--- src/rtl/lpm_sipo_pkg.sv ---
// lpm_sipo_pkg: shared state encoding, direction names and counter sizing for the LPM serial receiver
package lpm_sipo_pkg;
  typedef enum logic [1:0] {IDLE, SHIFT, PARITY} state_t;
  localparam string DIR_LEFT = "LEFT";
  localparam string DIR_RIGHT = "RIGHT";
  localparam string DIR_UNUSED = "UNUSED";
  function automatic int clog2(input int v);
    int r;
    r = 0;
    while ((1 << r) < v) r++;
    return r;
  endfunction
endpackage

--- src/rtl/lpm_sipo_bitctr.sv ---
// lpm_sipo_bitctr: received-bit counter with clear, increment and last-bit flag
module lpm_sipo_bitctr import lpm_sipo_pkg::*; #(
  parameter int lpm_width = 8,
  localparam int cw = clog2(lpm_width + 1)
) (
  input  logic clock,
  input  logic sclr_n,
  input  logic clr,
  input  logic inc,
  output logic last
);
  logic [cw-1:0] count;
  // clr together with inc restarts the count at 1 for a frame bit
  always_ff @(posedge clock) begin
    if (!sclr_n) count <= '0;
    else if (clr) count <= cw'(inc);
    else if (inc) count <= count + 1'b1;
  end
  assign last = count == cw'(lpm_width - 1);
endmodule

--- src/rtl/lpm_sipo_rx.sv ---
// lpm_sipo_rx: serial-to-parallel receiver with valid/ready holding register.
// Defining LPM_SIPO_RX_PARITY_EN adds one even-parity bit after each word.
module lpm_sipo_rx import lpm_sipo_pkg::*; #(
  parameter string lpm_type = "lpm_sipo_rx",
  parameter int lpm_width = 8,
  parameter string lpm_direction = "LEFT",
  parameter string lpm_hint = "UNUSED"
) (
  input  logic                 clock,
  input  logic                 sclr_n,
  input  logic                 enable,
  input  logic                 shiftin,
  input  logic                 frame,
  input  logic                 q_ready,
  output logic [lpm_width-1:0] q,
  output logic                 q_valid,
  output logic                 busy,
  output logic                 overrun,
  output logic                 abort,
  output logic                 parity_err
);
`ifdef LPM_SIPO_RX_PARITY_EN
  localparam bit par_en = 1'b1;
`else
  localparam bit par_en = 1'b0;
`endif
  localparam bit msb_first = lpm_direction != DIR_RIGHT;
  if (lpm_width < 1 || lpm_type == "" || lpm_hint == "" ||
      !(lpm_direction == DIR_LEFT || lpm_direction == DIR_RIGHT || lpm_direction == DIR_UNUSED)) begin : g_bad_param
    $error("lpm_sipo_rx: illegal parameter");
  end
  state_t state, state_nx;
  logic [lpm_width-1:0] sr, sr_sh, sr_nx, word;
  logic last, start, data_shift, data_done, par_done, complete, perr_nx, perr_q;
  lpm_sipo_bitctr #(.lpm_width(lpm_width)) u_ctr (
    .clock(clock),
    .sclr_n(sclr_n),
    .clr(start | data_done),
    .inc(data_shift & ~data_done),
    .last(last)
  );
  if (lpm_width == 1) begin : g_one
    assign sr_sh = shiftin;
  end else if (msb_first) begin : g_left
    assign sr_sh = {sr[lpm_width-2:0], shiftin};
  end else begin : g_right
    assign sr_sh = {shiftin, sr[lpm_width-1:1]};
  end
  // a frame on the completing data edge is plain data, everywhere else it restarts
  always_comb begin
    start = enable & frame & (state == IDLE | state == PARITY | (state == SHIFT & ~last));
    data_shift = enable & (start | state == SHIFT);
    data_done = data_shift & (start ? lpm_width == 1 : last);
    par_done = par_en & enable & state == PARITY & ~frame;
    sr_nx = data_shift ? sr_sh : sr;
    complete = par_en ? par_done : data_done;
    word = par_en ? sr : sr_nx;
    perr_nx = ^sr ^ shiftin;
    state_nx = data_done ? (par_en ? PARITY : IDLE) : data_shift ? SHIFT : par_done ? IDLE : state;
  end
  always_ff @(posedge clock) begin
    if (!sclr_n) state <= IDLE;
    else state <= state_nx;
  end
  always_ff @(posedge clock) begin
    if (!sclr_n) begin
      sr <= '0;
      q <= '0;
      q_valid <= 1'b0;
      overrun <= 1'b0;
      abort <= 1'b0;
      perr_q <= 1'b0;
    end else begin
      sr <= sr_nx;
      overrun <= complete & q_valid & ~q_ready;
      abort <= start & state != IDLE;
      if (complete && (!q_valid || q_ready)) begin
        q <= word;
        q_valid <= 1'b1;
        perr_q <= perr_nx;
      end else if (!complete && q_ready) begin
        q_valid <= 1'b0;
      end
    end
  end
  assign busy = state != IDLE;
  assign parity_err = par_en & perr_q;
endmodule

--- config.mk ---
export PLATFORM = sky130hd
export DESIGN_NAME = lpm_sipo_rx
export DESIGN_NICKNAME = d
export VERILOG_FILES = /design/src/rtl/lpm_sipo_pkg.sv /design/src/rtl/lpm_sipo_bitctr.sv /design/src/rtl/lpm_sipo_rx.sv
export SDC_FILE = /design/constraint.sdc
export NUM_CORES = 1
export LEC_CHECK = 0
export BUFFER_PORTS_ARGS = -buffer_cell sky130_fd_sc_hd__buf_4
export CAP_MARGIN = 15
export CORE_UTILIZATION = 30
export CTS_BUF_LIST = sky130_fd_sc_hd__clkbuf_4
export DETAILED_ROUTE_END_ITERATION = 7
export PLACE_DENSITY_LB_ADDON = 0.3
export SYNTH_ARGS = -nofsm -noshare
export SYNTH_HDL_FRONTEND = slang
export SYNTH_SLANG_ARGS = --single-unit
--- constraint.sdc ---
create_clock -name clock -period 4.7 [get_ports clock]
set_clock_uncertainty 0.05 [all_clocks]
set_input_delay 0.94 -clock clock [delete_from_list [all_inputs] [get_ports clock]]
set_output_delay 0.94 -clock clock [all_outputs]
set_load 0.005 [all_outputs]
==> flow_summary.yaml, run 1 <==
worst_setup_path:
  criticalPathCategory: "reg -> out"
  r2r_end: "q[2]$_SDFFE_PN0P_"
  worst_ep_required_time_ns: 3.71
  r2r-start: "u_ctr.count[0]$_SDFFE_PN0P_"
  critPathMaxFanout: 9
  critical_path.n_buffers_inverters: 1
  cpPeakStageDelay_ns: 0.51
  ff2ff_path_depth: 4
  crit_path_end_kind: "primary output"
  cp_cell_sequence: "buf_4"
  setup.reg_to_reg.worst_slack_ns: 2.96
  path_delay_family: "flip-flops"
  worst_ep_arrival_time_ns: 1.00
  timing.critical_path.from_type: "register"
  worst_path_max_delay_cell: "sky130_fd_sc_hd__dfxtp_1"
sta:
  fmax_mhz: 501.5
  rsz0062_at_grt: "no"
  final_period_utilization: 0.4242
  slew_violations: 0
  worst_slew_pin_slew_ns: 0.5891
  report.final.setup_viol: 0
  period_needed_ns: 1.994
  fin_ws_ns: 2.706
  report.final.hold_viol_count: 0
  max-slew-margin-rel: 0.6069
  setup_tns_final_ns: 0
logic_synthesis:
  netlist_area_um2: 982.2
  synth.yosys.warnings: 0
  synth_top_cell_by_area: "sky130_fd_sc_hd__dfxtp_1"
  yosys_register_bits: 24
  synth.net_count: 108
  average_size_of_a_mapped_cell_um2: 9.725
  synth_enable_flop_cells: 0
  syn-instance-count: 101
  synthTopCellsByCount: "sky130_fd_sc_hd__dfxtp_1 (24), sky130_fd_sc_hd__nor2_1 (10), sky130_fd_sc_hd__a211oi_1 (9), sky130_fd_sc_hd__mux2i_1 (9), sky130_fd_sc_hd__a31oi_1 (8)"
  postSynth.topFlopCell: "sky130_fd_sc_hd__dfxtp_1"
  synthTopCellsByArea: "sky130_fd_sc_hd__dfxtp_1 (49%), sky130_fd_sc_hd__mux2i_1 (9.2%), sky130_fd_sc_hd__a211oi_1 (6.9%)"
  yosysMostFrequentCell: "sky130_fd_sc_hd__dfxtp_1"
  asyncSetResetFlopFracSynth: 0
  synth_cell_types: 28
  synthDominantCellAreaShare: 0.4892
  synth_sequential_area_ratio: 0.4892
min_path:
  worstHoldPathType: "reg -> reg"
  holdCritStartpoint: "u_ctr.count[1]$_SDFFE_PP0P_"
  timing.hold.worst_path_depth: 2
  hold-path-endpoint: "u_ctr.count[1]$_SDFFE_PP0P_"
clock_network:
  cts.repair_timing.setup_buffer_count: 0
  clock-sinks: 24
  cts_buffers: 3
  clk_pin_slew_ns: 0.13
  post_cts.resized_instances: 0
  ctsRootBufferMaster: "sky130_fd_sc_hd__clkbuf_4"
  clockBufferDepth: 2
  cts.hold.buffers_added: 0
  cts_tree: "built"
  cts_htree_levels: 1
  insertion_delay_ns: 0.32
placed_design:
  gp_congestion: 0.7956
  numPortBuffers: 17
  dpl_worst_slack_ns: 2.025
  placedInstanceArea_um2: 1101
  hpwlAfterDp_um: 1362
global_route:
  maximum_number_of_pins_on_one_net_before_global_route_repair: 21
  initial_antenna_violation_count: 0
  gr-usage-all-layers: 0.1251
  gr-total-overflow: 0
  number_of_global_route_vias_before_repair: 687
  grt_pass1_wl_um: 3263
layout:
  post-route-cell-area_um2: 1161
  final_core_util: 0.3772
  areaGrowthSynthToFinish_pct: 18.22
  drive_above_1_share: 0.2035
  antenna_cells_inserted: 0
  layout.nets: 121
drt:
  dr_total_vias: 801
  detail_route.first_pass.iterations: 4
  drcViolationCount: 0
  finalWirelength_um: 1945
  vias_per_cell: 5.102
  antenna_left: 0
  drt_iter0_markers: 22
  routed_len_inst_um: 12.39
floorplanning:
  floorplan.initialDensity: 0.3191
  num_rows: 20
  floorplan.die_area_um2: 3507
  io_pins: 19
  placeable_core_area_um2: 3078
  die_wd_um: 59.22
  die_h_um: 59.22
power_and_ir_drop:
  leakage_nw: 0.4725
  p_per_cell_area_nw_per_um2: 329.2
  total_power_uw: 382.2
  worst_vdd_rail_ir_drop_mv: 0.1066
outcome:
  status: "completed"
flow_run:
  cap_viol_max_count: 0
## layout by cell type (no fill, tap or decap), types with 2 or more instances in the layout
cell / instances
sky130_fd_sc_hd__o21ai_1: 2
sky130_fd_sc_hd__o21ai_0: 2
sky130_fd_sc_hd__dfxtp_1: 24
sky130_fd_sc_hd__a211oi_1: 9
sky130_fd_sc_hd__nor2_1: 10
sky130_fd_sc_hd__mux2i_1: 9
sky130_fd_sc_hd__and3_1: 2
sky130_fd_sc_hd__clkbuf_4: 3
sky130_fd_sc_hd__or3_1: 2
sky130_fd_sc_hd__a21oi_1: 6
sky130_fd_sc_hd__buf_4: 18
sky130_fd_sc_hd__a31oi_1: 8
sky130_fd_sc_hd__nand2_1: 3
## power breakdown
group          internal [mW]  switching [mW]
registers              0.206         0.00289
clock network         0.0863          0.0653
logic                 0.0102          0.0113
## routing by layer
| metal | routed length, um | up-vias | track usage |
|---|---|---|---|
| met3 | 75 | 5 | 0.02620 |
| met5 | 0 | - | 0 |
| li1 | - | 390 | - |
| met1 | 901 | 385 | 0.1601 |
| met4 | 40 | 0 | 0.07143 |
| met2 | 928 | 21 | 0.1942 |
## through the flow
step	hold WS [ns]	cells
after global placement	0.4330	152
after global routing	0.4981	157
after detailed placement	0.4541	152
after floorplan	0.4107	101
final	0.4634	157
after CTS	0.4704	156
## sequential cells by signal (all words and copies together), names as in the netlist
| register | cells |
|---|---|
| state | 1 |
| overrun | 1 |
| u_ctr.count | 4 |
| q_valid | 1 |
| abort | 1 |
| sr | 8 |
| q | 8 |
## final cells by class
cell class	instances	area, um^2
clock buffers	3	22.52
clock inverters	1	30.03
fillers	320	1917
inverters	1	3.754
multi-input cells	66	434.2
flip-flops and latches	24	480.5
well taps	44	55.05
repair buffers	18	135.1
## worst max-delay path by stage
stage / start / endpoint / cells after the start
floorplan: frame / q[0]$_SDFFE_PN0P_ / 4
CTS: frame / q[7]$_SDFFE_PN0P_ / 4
global route: state[0]$_SDFFE_PP0N_ / busy / 1
global placement: frame / q[4]$_SDFFE_PN0P_ / 4
detailed placement: frame / q[7]$_SDFFE_PN0P_ / 4
finish: state[0]$_SDFFE_PP0N_ / busy / 1
## cell families (layout without fill, tap and decap cells)
group                      count (synthesis)  count (layout)  synth area share
adders and majority gates                  1               1           0.01274
AOI/OAI and AO/OA                         29              29            0.1885
and+or+nand+nor                           26              26            0.1452
DFF                                       24              24            0.4892
other                                      1               1          0.003818
buffers and inverters                     11              23           0.06878
muxes                                      9               9           0.09172
Power figures use the tool's default switching activity.
==> run 2: changes to the inputs <==
Clock period 4.7 ns to 2 ns, I/O delays scaled along.
==> run 2 against run 1 <==
  * Sequential cell count unchanged
  * Core utilization increased by 0.73 points
  * Final cell count increased by 1.9%
  * Die area unchanged
  * Critical path depth increased by 3
  * Final area increased by 1.9%
==> flow_summary.yaml, run 2 (synthesis gave the netlist of run 1 again) <==
drt:
  drt_iter0_markers: 17
  finalWirelength_um: 1916
  vias_per_cell: 4.800
  drcViolationCount: 0
  detail_route.first_pass.iterations: 4
  routed_len_inst_um: 11.98
  dr_total_vias: 768
  antenna_left: 0
clock_network:
  cts.hold.buffers_added: 0
  post_cts.resized_instances: 0
  clockBufferDepth: 2
  ctsRootBufferMaster: "sky130_fd_sc_hd__clkbuf_4"
  clk_pin_slew_ns: 0.12
  cts_htree_levels: 1
  insertion_delay_ns: 0.31
  clock-sinks: 24
  cts_buffers: 3
  cts_tree: "built"
  cts.repair_timing.setup_buffer_count: 0
min_path:
  worstHoldPathType: "in -> reg"
  timing.hold.worst_path_depth: 2
worst_setup_path:
  timing.critical_path.from_type: "register"
  ff2ff_path_depth: 4
  crit_path_end_kind: "register"
  criticalPathCategory: "reg -> reg"
  r2r_end: "q[2]$_SDFFE_PN0P_"
  crit_path_end: "q[2]$_SDFFE_PN0P_"
  r2r-start: "state[0]$_SDFFE_PP0N_"
  critPathMaxFanout: 9
  setup.reg_to_reg.worst_slack_ns: 0.39
  worst_ep_required_time_ns: 2.13
  worst_ep_arrival_time_ns: 1.74
  setup.worst_path.start: "state[0]$_SDFFE_PP0N_"
sta:
  report.final.hold_viol_count: 0
  slew_violations: 0
  final_period_utilization: 0.8026
  max-slew-margin-rel: 0.6147
  report.final.setup_viol: 0
  fmax_mhz: 623.0
  worst_slew_pin_slew_ns: 0.5773
  rsz0062_at_grt: "no"
  setup_tns_final_ns: 0
  period_needed_ns: 1.605
power_and_ir_drop:
  p_per_cell_area_nw_per_um2: 751.4
  leakage_nw: 0.4876
  worst_vdd_rail_ir_drop_mv: 0.4000
global_route:
  maximum_number_of_pins_on_one_net_before_global_route_repair: 21
  gr-total-overflow: 0
  initial_antenna_violation_count: 0
  number_of_global_route_vias_before_repair: 740
  gr-usage-all-layers: 0.1221
  grt_pass1_wl_um: 3180
layout:
  layout_commonest_cell: "sky130_fd_sc_hd__dfxtp_1"
  nFillCells: 314
  post-route-cell-area_um2: 1184
  drive_above_1_share: 0.2241
  final_cell_count_no_fill: 160
  areaGrowthSynthToFinish_pct: 20.51
  antenna_cells_inserted: 0
  multi_input_area_um2: 434.2
  layout.nets: 124
  area.sequential_um2: 480.5
  mostFrequentLayoutCells: "sky130_fd_sc_hd__dfxtp_1 (24), sky130_fd_sc_hd__buf_4 (21), sky130_fd_sc_hd__nor2_1 (10)"
  biggestRegsByFlops: "q: 8 flops, sr: 8 flops, u_ctr.count: 4 flops"
placed_design:
  numPortBuffers: 17
  placedInstanceArea_um2: 1131
  gp_congestion: 0.7728
  place_inst: 156
  hpwlAfterDp_um: 1393
outcome:
  status: "completed"
floorplanning:
  io_pins: 19
  die_wd_um: 59.22
  placeable_core_area_um2: 3078
  floorplan.initialDensity: 0.3191
  num_rows: 20
  floorplan.die_area_um2: 3507
  die_h_um: 59.22
flow_run:
  cap_viol_max_count: 0
-- run 2: changes by cell type in the layout (fill, tap and decap cells not counted) --
cell | previous run | this run
sky130_fd_sc_hd__buf_4 | 18 | 21
-- run 2: area by class of cell --
type | instances | share of cell area
Clock buffer | 3 | 0.01903
Tap cell | 44 | 0.04651
Clock inverter | 1 | 0.02537
Inverter | 1 | 0.003171
Multi-Input combinational cell | 66 | 0.3668
Sequential cell | 24 | 0.4059
Timing Repair Buffer | 21 | 0.1332
-- run 2: per-layer routing --
metal	routed length (um)	track usage	vias up
met5	0	0	-
met1	891	0.1419	349
met3	84	0.04585	2
met4	18	0.05102	0
met2	923	0.2006	18
li1	-	-	399
-- run 2: critical path, stage by stage, from the launching register on --
cell                       delay (ns)
sky130_fd_sc_hd__dfxtp_1         0.41
sky130_fd_sc_hd__o21ai_1         0.36
sky130_fd_sc_hd__buf_4           0.26
sky130_fd_sc_hd__mux2i_1         0.28
sky130_fd_sc_hd__a211oi_1        0.11
-- run 2: stage by stage --
step	setup WS (ns)	power, mW	util	hold WS [ns]
CTS	0.3906	0.9021	0.3846	0.2908
finish	0.3949	0.8894	0.3846	0.3038
detailed placement	0.2843	0.5534	0.3675	0.4434
global placement	0.3114	0.5517	0.3675	0.4428
floorplan	0.4923	0.5389	-	0.4107
global route	0.2038	0.9290	0.3846	0.2932
-- run 2: where the power goes --
| group | leakage [nW] | total, mW | switching [mW] | internal (mW) |
|---|---|---|---|---|
| Clock | 0.0279 | 0.347 | 0.144 | 0.203 |
| Sequential | 0.194 | 0.491 | 0.00660 | 0.484 |
| Combinational | 0.266 | 0.0516 | 0.0274 | 0.0242 |
| Total | 0.488 | 0.889 | 0.178 | 0.711 |
-- run 2: how the worst min path moves through the flow --
| stage | startpoint | end | slack, ns |
|---|---|---|---|
| after global routing | sclr_n | abort$_SDFF_PN0_ | 0.29 |
| after floorplan | sr[7]$_SDFF_PN0_ | sr[7]$_SDFF_PN0_ | 0.41 |
| after CTS | sclr_n | abort$_SDFF_PN0_ | 0.29 |
| after global placement | u_ctr.count[1]$_SDFFE_PP0P_ | u_ctr.count[1]$_SDFFE_PP0P_ | 0.44 |
| after detailed placement | sr[7]$_SDFF_PN0_ | sr[7]$_SDFF_PN0_ | 0.44 |
| final | sclr_n | abort$_SDFF_PN0_ | 0.30 |
==> run 3: changes to the inputs <==
Clock period 2 ns to 1.7 ns, I/O delays scaled along.
==> run 3 against run 2 <==
  * Sequential cell count unchanged
  * Final cell count increased by 1.9%
  * Sequential share of layout area decreased by 0.76 points
  * Sequential power increased by 17%
  * Wire length increased by 5.3%
  * Combinational power increased by 34%
  * Non-clock buffer count increased by 3
  * Core utilization increased by 0.73 points
  * Register-to-register slack got worse by 0.26 ns
  * Count of clock-buffer cells in the layout unchanged
==> flow_summary.yaml, run 3 (synthesis gave the netlist of run 1 again) <==
global_route:
  globalRouteMet2Util: 0.2039
  number_of_global_route_vias_before_repair: 734
  groute.layer.met3.usage: 0.04803
  grt_pass1_wl_um: 3229
  initial_antenna_violation_count: 0
  gr-total-overflow: 0
  maximum_number_of_pins_on_one_net_before_global_route_repair: 21
  grt-busiest-layer: "met2"
  gr-usage-all-layers: 0.1251
  grt_use_met1: 0.1547
sta:
  final_period_utilization: 0.9198
  hold_slack_ns: 0.2384
  rsz0062_at_grt: "no"
  period_needed_ns: 1.564
  report.final.setup_viol: 0
  fmax_mhz: 639.6
  report.final.hold_viol_count: 0
  slew_violations: 0
  setup_tns_final_ns: 0
clock_network:
  cts_buffers: 3
  cts.hold.buffers_added: 0
  post_cts.resized_instances: 0
  clock-sinks: 24
  insertion_delay_ns: 0.31
  clockBufferDepth: 2
  cts_htree_levels: 1
  clk_pin_slew_ns: 0.13
  cts.repair_timing.setup_buffer_count: 0
  ctsRootBufferMaster: "sky130_fd_sc_hd__clkbuf_4"
  cts_tree: "built"
worst_setup_path:
  crit_path_end_kind: "register"
  path_delay_family: "simple AND/OR/NAND/NOR gates"
  cp_cell_sequence: "ha_1, and2_1, and3_1, a211oi_1"
  worst_ep_arrival_time_ns: 1.70
  critical_path.n_buffers_inverters: 0
  timing.critical_path.from_type: "register"
  worst_ep_required_time_ns: 1.84
  worst_path_max_delay_cell: "sky130_fd_sc_hd__and3_1"
  cpPeakStageDelay_ns: 0.40
  critPathMaxFanout: 8
  criticalPathCategory: "reg -> reg"
floorplanning:
  floorplan.initialDensity: 0.3191
  die_wd_um: 59.22
  num_rows: 20
  die_h_um: 59.22
  io_pins: 19
  placeable_core_area_um2: 3078
  floorplan.die_area_um2: 3507
layout:
  post-route-cell-area_um2: 1206
  drive_above_1_share: 0.2437
  layout.nets: 127
  biggestRegsByFlops: "q: 8 flops, sr: 8 flops, u_ctr.count: 4 flops"
  areaGrowthSynthToFinish_pct: 22.80
  antenna_cells_inserted: 0
  mostFrequentLayoutCells: "sky130_fd_sc_hd__dfxtp_1 (24), sky130_fd_sc_hd__buf_4 (24), sky130_fd_sc_hd__nor2_1 (10)"
drt:
  dr_total_vias: 792
  drcViolationCount: 0
  drt_iter0_markers: 17
  routed_len_inst_um: 12.38
  vias_per_cell: 4.859
  finalWirelength_um: 2018
  detail_route.first_pass.iterations: 4
  antenna_left: 0
placed_design:
  numPortBuffers: 17
  gp_congestion: 0.8196
  placedInstanceArea_um2: 1154
  hpwlAfterDp_um: 1408
flow_run:
  cap_viol_max_count: 0
power_and_ir_drop:
  leakage_nw: 0.5021
  total_power_mw: 1.047
  worst_vdd_rail_ir_drop_mv: 0.5920
  p_per_cell_area_nw_per_um2: 868.1
outcome:
  status: "completed"
min_path:
  worstHoldPathType: "in -> reg"
[run 3: changes by cell type in the layout (fill, tap and decap cells not counted)]
cell                    before  now
sky130_fd_sc_hd__buf_4      21   24
[run 3: where the power goes]
| group | internal [mW] | switching, mW | total (mW) |
|---|---|---|---|
| Combinational | 0.0338 | 0.0356 | 0.0693 |
| Clock | 0.238 | 0.163 | 0.401 |
| Sequential | 0.570 | 0.00660 | 0.576 |
| Total | 0.842 | 0.205 | 1.05 |
[run 3: layout make-up]
| cell class | count | area (um^2) |
|---|---|---|
| fill | 318 | 1872 |
| timing repair buffer | 24 | 180.2 |
| clock buffer | 3 | 22.52 |
| tap | 44 | 55.05 |
| sequential | 24 | 480.5 |
| multi-input combinational | 66 | 434.2 |
| inverter | 1 | 3.754 |
| clock inverter | 1 | 30.03 |
[run 3: layer usage]
layer	up-vias	share of wire
met5	-	0
met4	0	0.0064
met3	2	0.036
met2	14	0.49
met1	371	0.46
li1	405	-
[run 3: through the flow]
step,setup WS [ns],cells,util
final,0.1364,163,0.3919
after global routing,0.005363,163,0.3919
after CTS,0.1407,163,0.3919
after detailed placement,0.1719,159,0.3748
after global placement,0.2236,159,0.3748
after floorplan,0.1923,101,-
[run 3: final timing paths]
check | startpoint | to | slack, ns | cells after the start
min | sclr_n | abort$_SDFF_PN0_ | 0.24 | 2
max | u_ctr.count[0]$_SDFFE_PN0P_ | q[7]$_SDFFE_PN0P_ | 0.14 | 4
min reg2reg | sr[7]$_SDFF_PN0_ | sr[7]$_SDFF_PN0_ | 0.46 | 2
max reg2reg | u_ctr.count[0]$_SDFFE_PN0P_ | q[7]$_SDFFE_PN0P_ | 0.14 | 4
